--- src/rtl/iob_countdown_timer.sv ---
// iob_countdown_timer: loadable down-counter with a terminal-count pulse.
// It either stops in DONE at zero or auto-reloads the last loaded value.
// All outputs are registered, and every register is gated by cke_i.
module iob_countdown_timer #(
   parameter int                  DATA_W  = 21,
   parameter logic [DATA_W-1:0]   RST_VAL = '0
) (
   input  logic              clk_i,
   input  logic              cke_i,
   input  logic              rst_i,
   input  logic              load_i,
   input  logic [DATA_W-1:0] load_val_i,
   input  logic              en_i,
   input  logic              reload_i,
   output logic [DATA_W-1:0] data_o,
   output logic              busy_o,
   output logic              done_o,
   output logic              tc_o
);

   typedef enum logic [1:0] {
      S_IDLE = 2'd0,
      S_RUN  = 2'd1,
      S_DONE = 2'd2
   } state_t;

   state_t            r_state;
   logic [DATA_W-1:0] r_data;
   logic [DATA_W-1:0] r_rld;
   logic              r_busy;
   logic              r_done;
   logic              r_tc;

   logic              w_at_one;

   assign w_at_one = (r_data == DATA_W'(1));

   // State machine, counter, reload register and registered flags.
   // Priority order is reset, then load, then decrement.
   always_ff @(posedge clk_i) begin
      if (cke_i) begin
         if (rst_i) begin
            r_state <= S_IDLE;
            r_data  <= RST_VAL;
            r_rld   <= RST_VAL;
            r_busy  <= 1'b0;
            r_done  <= 1'b0;
            r_tc    <= 1'b0;
         end else if (load_i) begin
            r_data <= load_val_i;
            r_rld  <= load_val_i;
            r_tc   <= 1'b0;
            if (load_val_i != '0) begin
               r_state <= S_RUN;
               r_busy  <= 1'b1;
               r_done  <= 1'b0;
            end else begin
               r_state <= S_DONE;
               r_busy  <= 1'b0;
               r_done  <= 1'b1;
            end
         end else begin
            r_tc <= 1'b0;
            if (r_state == S_RUN && en_i) begin
               if (w_at_one) begin
                  r_tc <= 1'b1;
                  if (reload_i) begin
                     r_data <= r_rld;
                  end else begin
                     r_data  <= '0;
                     r_state <= S_DONE;
                     r_busy  <= 1'b0;
                     r_done  <= 1'b1;
                  end
               end else begin
                  r_data <= r_data - DATA_W'(1);
               end
            end
         end
      end
   end

   assign data_o = r_data;
   assign busy_o = r_busy;
   assign done_o = r_done;
   assign tc_o   = r_tc;

endmodule
--- config.mk ---
export PLATFORM = sky130hd
export DESIGN_NAME = iob_countdown_timer
export DESIGN_NICKNAME = d
export VERILOG_FILES = /design/src/rtl/iob_countdown_timer.sv
export SDC_FILE = /design/constraint.sdc
export NUM_CORES = 1
export LEC_CHECK = 0
export BUFFER_PORTS_ARGS = -buffer_cell sky130_fd_sc_hd__buf_2
export CAP_MARGIN = 0
export CORE_ASPECT_RATIO = 0.7
export CORE_UTILIZATION = 44
export DETAILED_ROUTE_END_ITERATION = 8
export PLACE_DENSITY = 0.68
export SLEW_MARGIN = 20
export SYNTH_ARGS = -nofsm -noshare
export SYNTH_HDL_FRONTEND = slang
export SYNTH_SLANG_ARGS = --single-unit
--- constraint.sdc ---
create_clock -name clk_i -period 4.6 [get_ports clk_i]
set_input_delay 0.69 -clock clk_i [delete_from_list [all_inputs] [get_ports clk_i]]
set_output_delay 0.69 -clock clk_i [all_outputs]
set_load 0.05 [all_outputs]
Word level (Yosys, flattened, before mapping)
Cells that the tools add are included.

operators by class
  equality and inequality tests = 3
  add/sub/neg operators = 1
  bitwise operators = 1
  reduce and logical (&&, ||, !) cells = 9
  muxes and demuxes = 21

operator list
  kind                     count
  $mux W21                 5
  $eq A21 B1 Y1 const B    1
  $reduce_bool A21 Y1      1
  $sub A21 B1 Y21 const B  1
  $mux W1                  11
  $mux W2                  5
  $reduce_bool A3 Y1       2
  $reduce_and A2 Y1        2
  $reduce_and A4 Y1        1
  $ne A3 B3 Y1 const B     1
  $reduce_or A3 Y1         1
  $eq A2 B1 Y1 const B     1
  $reduce_bool A2 Y1       1
  $logic_and A1 B1 Y1      1
  $not A1 Y1               1

word-level totals
  input port bits = 27
  flip-flop bits (word level) = 47
  logic and storage cells = 41
  output and inout bits = 24

Depth between registers and ports, before layout
  depth after elaboration = 4
  mapped depth = 8
  mapped depth without buffers = 7

Worst setup path before layout
No wires, ideal clock.

  path type = register -> register
  start point = reg, netlist name done_o
  end point = reg r_data[0], in the netlist data_o[0] (enable)
  stages on the path, launching flop included = 3
  arrival time = 2.470 ns
  library setup time = 0.432 ns
  clock period less this slack = 2.902 ns
  data required time = 4.168 ns
  path buffers = 0
  setup slack = 1.698 ns
  cell sequence = edfxtp_1 -> nand3b_1 -> a21boi_0

RTL lines
  element                 line  source
  end signal: assignment  50    r_data <= load_val_i;
  end signal: assignment  68    r_data <= r_rld;
  end signal: assignment  76    r_data <= r_data - DATA_W'(1);
  end: declaration        28    logic [DATA_W-1:0] r_data;

Worst setup path in the final report
  start point = reg r_data[1], in the netlist data_o[1]
  end point = reg r_data[15], in the netlist data_o[15], data pin

between the ends
  word-level cells in the longest chain between the ends = 4
  elaborated cells between the ends (all ways) = 5
  those cells by class = 1 x add/sub; 1 x eq/ne; 3 x mux

ends and longest elaborated chain
  element                                                  line    source
  $sub A21 B1 Y21 / $eq A21 B1 Y1 (equally long branches)  76, 36
  $mux W21 (*)                                             65      if (w_at_one) begin
  $mux W21 (*)                                             64      if (r_state == S_RUN && en_i) begin
  $mux W21 (*)                                             49      end else if (load_i) begin

Mark *: on every way between the ends. The rest lies on a longest branch, timed or not. The select of a mux whose other input is x is not followed.
A chain may end at the register's enable or synchronous reset.

==> metrics.txt <==
Layout Nets=301; Rel. slew slack=33.80%; worst endpoint required time=4.75 ns; Max VDD drop=142.3 µV; synth unique cells=50; Cells after Synth=224; Area after DPL=about 0.0029 mm²; io pins=51; CTS root buffer=clkbuf_8; # H-tree levels=2; Cell Pwr Density=approximately 320 mW/mm²; fill cell count=slightly above 500; Antenna Violating Nets Remaining=0; Worst setup EP type=flip-flop; Place WS=1.792 ns; hold crit path type=flip-flop to flip-flop; GP Congestion=0.8480; FFs w/ async S/R, synth=0%; register area=about 0.0014 mm²; ys flop type=edfxtp_1; final worst-path cycle share=58.79%; setup TNS=0 ns; hold slack=0.5749 ns; detailed placer's ending HPWL=4908 µm; clock slew seen by the registers of the worst setup and hold paths=0.09 ns; Routed WL=6592 µm; area grow syn2layout=15.86%; Post-Route Skew=0.008125 ns; ANT cells=0; Pre-Repair DR Iteration Count=5; Seq/Total Area, Yosys=53.02%; #FFs+latches synth=45; vias in the first global route=1859; gr ovfl total=0; top cell type's share of synthesized area=between 50% and 60%; post-cts repair resize count=0; Crit Path Max Fanout=12; first-pass GRT wire length=10330 µm; CTS tree=done; Initial Util=47.24%; CTS buffer count=5; Post-CTS Setup Bufs=0; initial antenna violation count=0; fmax=between 0.3 and 0.4 GHz; final period demand of the worst path=2.704 ns; dominant cell type by area after synthesis=edfxtp_1; I/O Buffers=50; Synth Net Count=253; Setup WS post-layout=about 1.9 ns; hold_buf cts=0; Die Wd=92.97 µm; Die Y=~66 µm; number of enable flip-flop cells after synthesis=45; total clock sinks=45; Setup crit start kind=flip-flop; Avg Cell Area, Syn=11.38 µm²; Yosys warnings=0; Final Hold Vio Count=0; Clock Path Buffers=2; largest net degree at the start of global routing=31; CP Data Arrival Time=between 2 and 3 ns; Vias/cell=around 6; share of cells above drive strength 1=26.74%; fin. max-slew vios=0; die footprint=0.006105 mm²; post-route cell area=between 0.002 and 0.003 mm²; gr usage total=23.09%; Leak=between 0.001 and 0.0015 µW; WL/cell=between 15 and 20 µm; DR iter-0 viols=212; Row Count=22; RSZ-0062 raised after global routing=no; outcome=complete, no violations; Worst Tran Pin Value=0.9863 ns; clock latency on the worst-skew pair=0.30 ns; Core Area=between 0.005 and 0.006 mm²; Post-Syn Area=0.002549 mm²; ranking of synthesized cells by area=edfxtp_1, nor2b_1, xnor2_1, a22oi_1, nor4_4; Post-route DRC=0; max-cap check violation count=0; number of vias in the routed layout=between 2000 and 2500; Multi-input gate area=0.001145 mm²; final setup violating endpoints=0; CP Class=flip-flop to flip-flop
area by class of cell:
| class | instances | share of cell area (%) |
|---|---|---|
| tap | 72 | 3.051 |
| timing repair buffer | 50 | 8.475 |
| multi-input combinational | 163 | 38.77 |
| sequential | 45 | 45.76 |
| clock inverter | 3 | 0.7203 |
| clock buffer | 5 | 2.331 |
| inverter | 7 | 0.8898 |
layout by cell type (no fill, tap or decap), types with 2 or more instances in the layout:
cell type and n:
xnor2_1 11, mux2i_1 2, o31a_1 2, buf_2 50, nor4_1 7, a21oi_1 2
clkbuf_8 5, o41ai_1 2, and3_1 3, nand3b_1 2, nor2_2 2, o21ai_0 6
ha_1 2, a22oi_1 12, o21ai_1 10, nor2b_1 19, a22o_1 2, edfxtp_1 45
xor2_1 5, nor3_1 9, nand3_1 3, nor2_1 14, inv_1 7, or3_1 3
nor4_4 4, nand2_1 14, nand4_1 6
path summary, 6_finish.rpt:
check / cells after the start / slack [ns] / end / from
setup / recovery: 7 / 1.90 / data_o[15] / data_o[1]
hold / removal: 2 / 0.57 / data_o[9] / r_rld[9]
setup reg to reg: 7 / 1.90 / data_o[15] / data_o[1]
hold reg to reg: 2 / 0.57 / data_o[9] / r_rld[9]
cells in the mapped netlist (3+ instances only):
cell / count
edfxtp_1: 45
nor2b_1: 19
nor2_1: 15
nand2_1: 14
a22oi_1: 12
xnor2_1: 11
o21ai_1: 10
nor3_1: 9
inv_1: 7
nor4_1: 7
nand4_1: 6
o21ai_0: 6
clkbuf_1: 5
xor2_1: 5
nor4_4: 4
and3_1: 3
nand3_1: 3
or3_1: 3
layer usage:
| layer | global-route usage, % | routed length, µm |
|---|---|---|
| met1 | 36.72 | 3271 |
| met2 | 30.24 | 2558 |
| met3 | 6.019 | 716 |
| met4 | 5.962 | 46 |
| met5 | 0 | 0 |
kinds of logic after synthesis:
| logic type | count (synthesis) | synth area share [%] |
|---|---|---|
| buffers and inverters | 16 | 2.602 |
| adders and majority gates | 2 | 0.9817 |
| muxes | 2 | 0.7855 |
| DFF | 45 | 53.02 |
| AOI/OAI and AO/OA | 46 | 12.57 |
| xor gates and xnor gates | 16 | 5.498 |
| and+or+nand+nor | 97 | 24.55 |
worst max-delay path, stage by stage, from the launching register on:
cell      delay [ns]
edfxtp_1        0.51
inv_1           0.12
ha_1            0.20
nor4b_1         0.37
nand2_1         0.27
nor3_2          0.74
a22oi_1         0.21
o21ai_1         0.14
power breakdown:
group          leakage [µW]  internal [µW]  switching (µW)
clock             0.0000462            108             145
combinational      0.000540           53.3             126
sequential         0.000430            491            31.5
flip-flops by register name, summed over array words and instances, names as in the netlist:
register and count:
done_o 1, r_rld 21, data_o 21, tc_o 1, r_state 1
metrics by stage:
step | total power [µW] | instances | util (%)
floorplan | 647.4 | 224 | -
global placement | 706.4 | 337 | 52.88
detailed placement | 708.1 | 337 | 53.06
CTS | 958.5 | 345 | 54.73
global route | 986.5 | 345 | 54.73
finish | 954.1 | 345 | 54.73
Power figures use the tool's default switching activity.
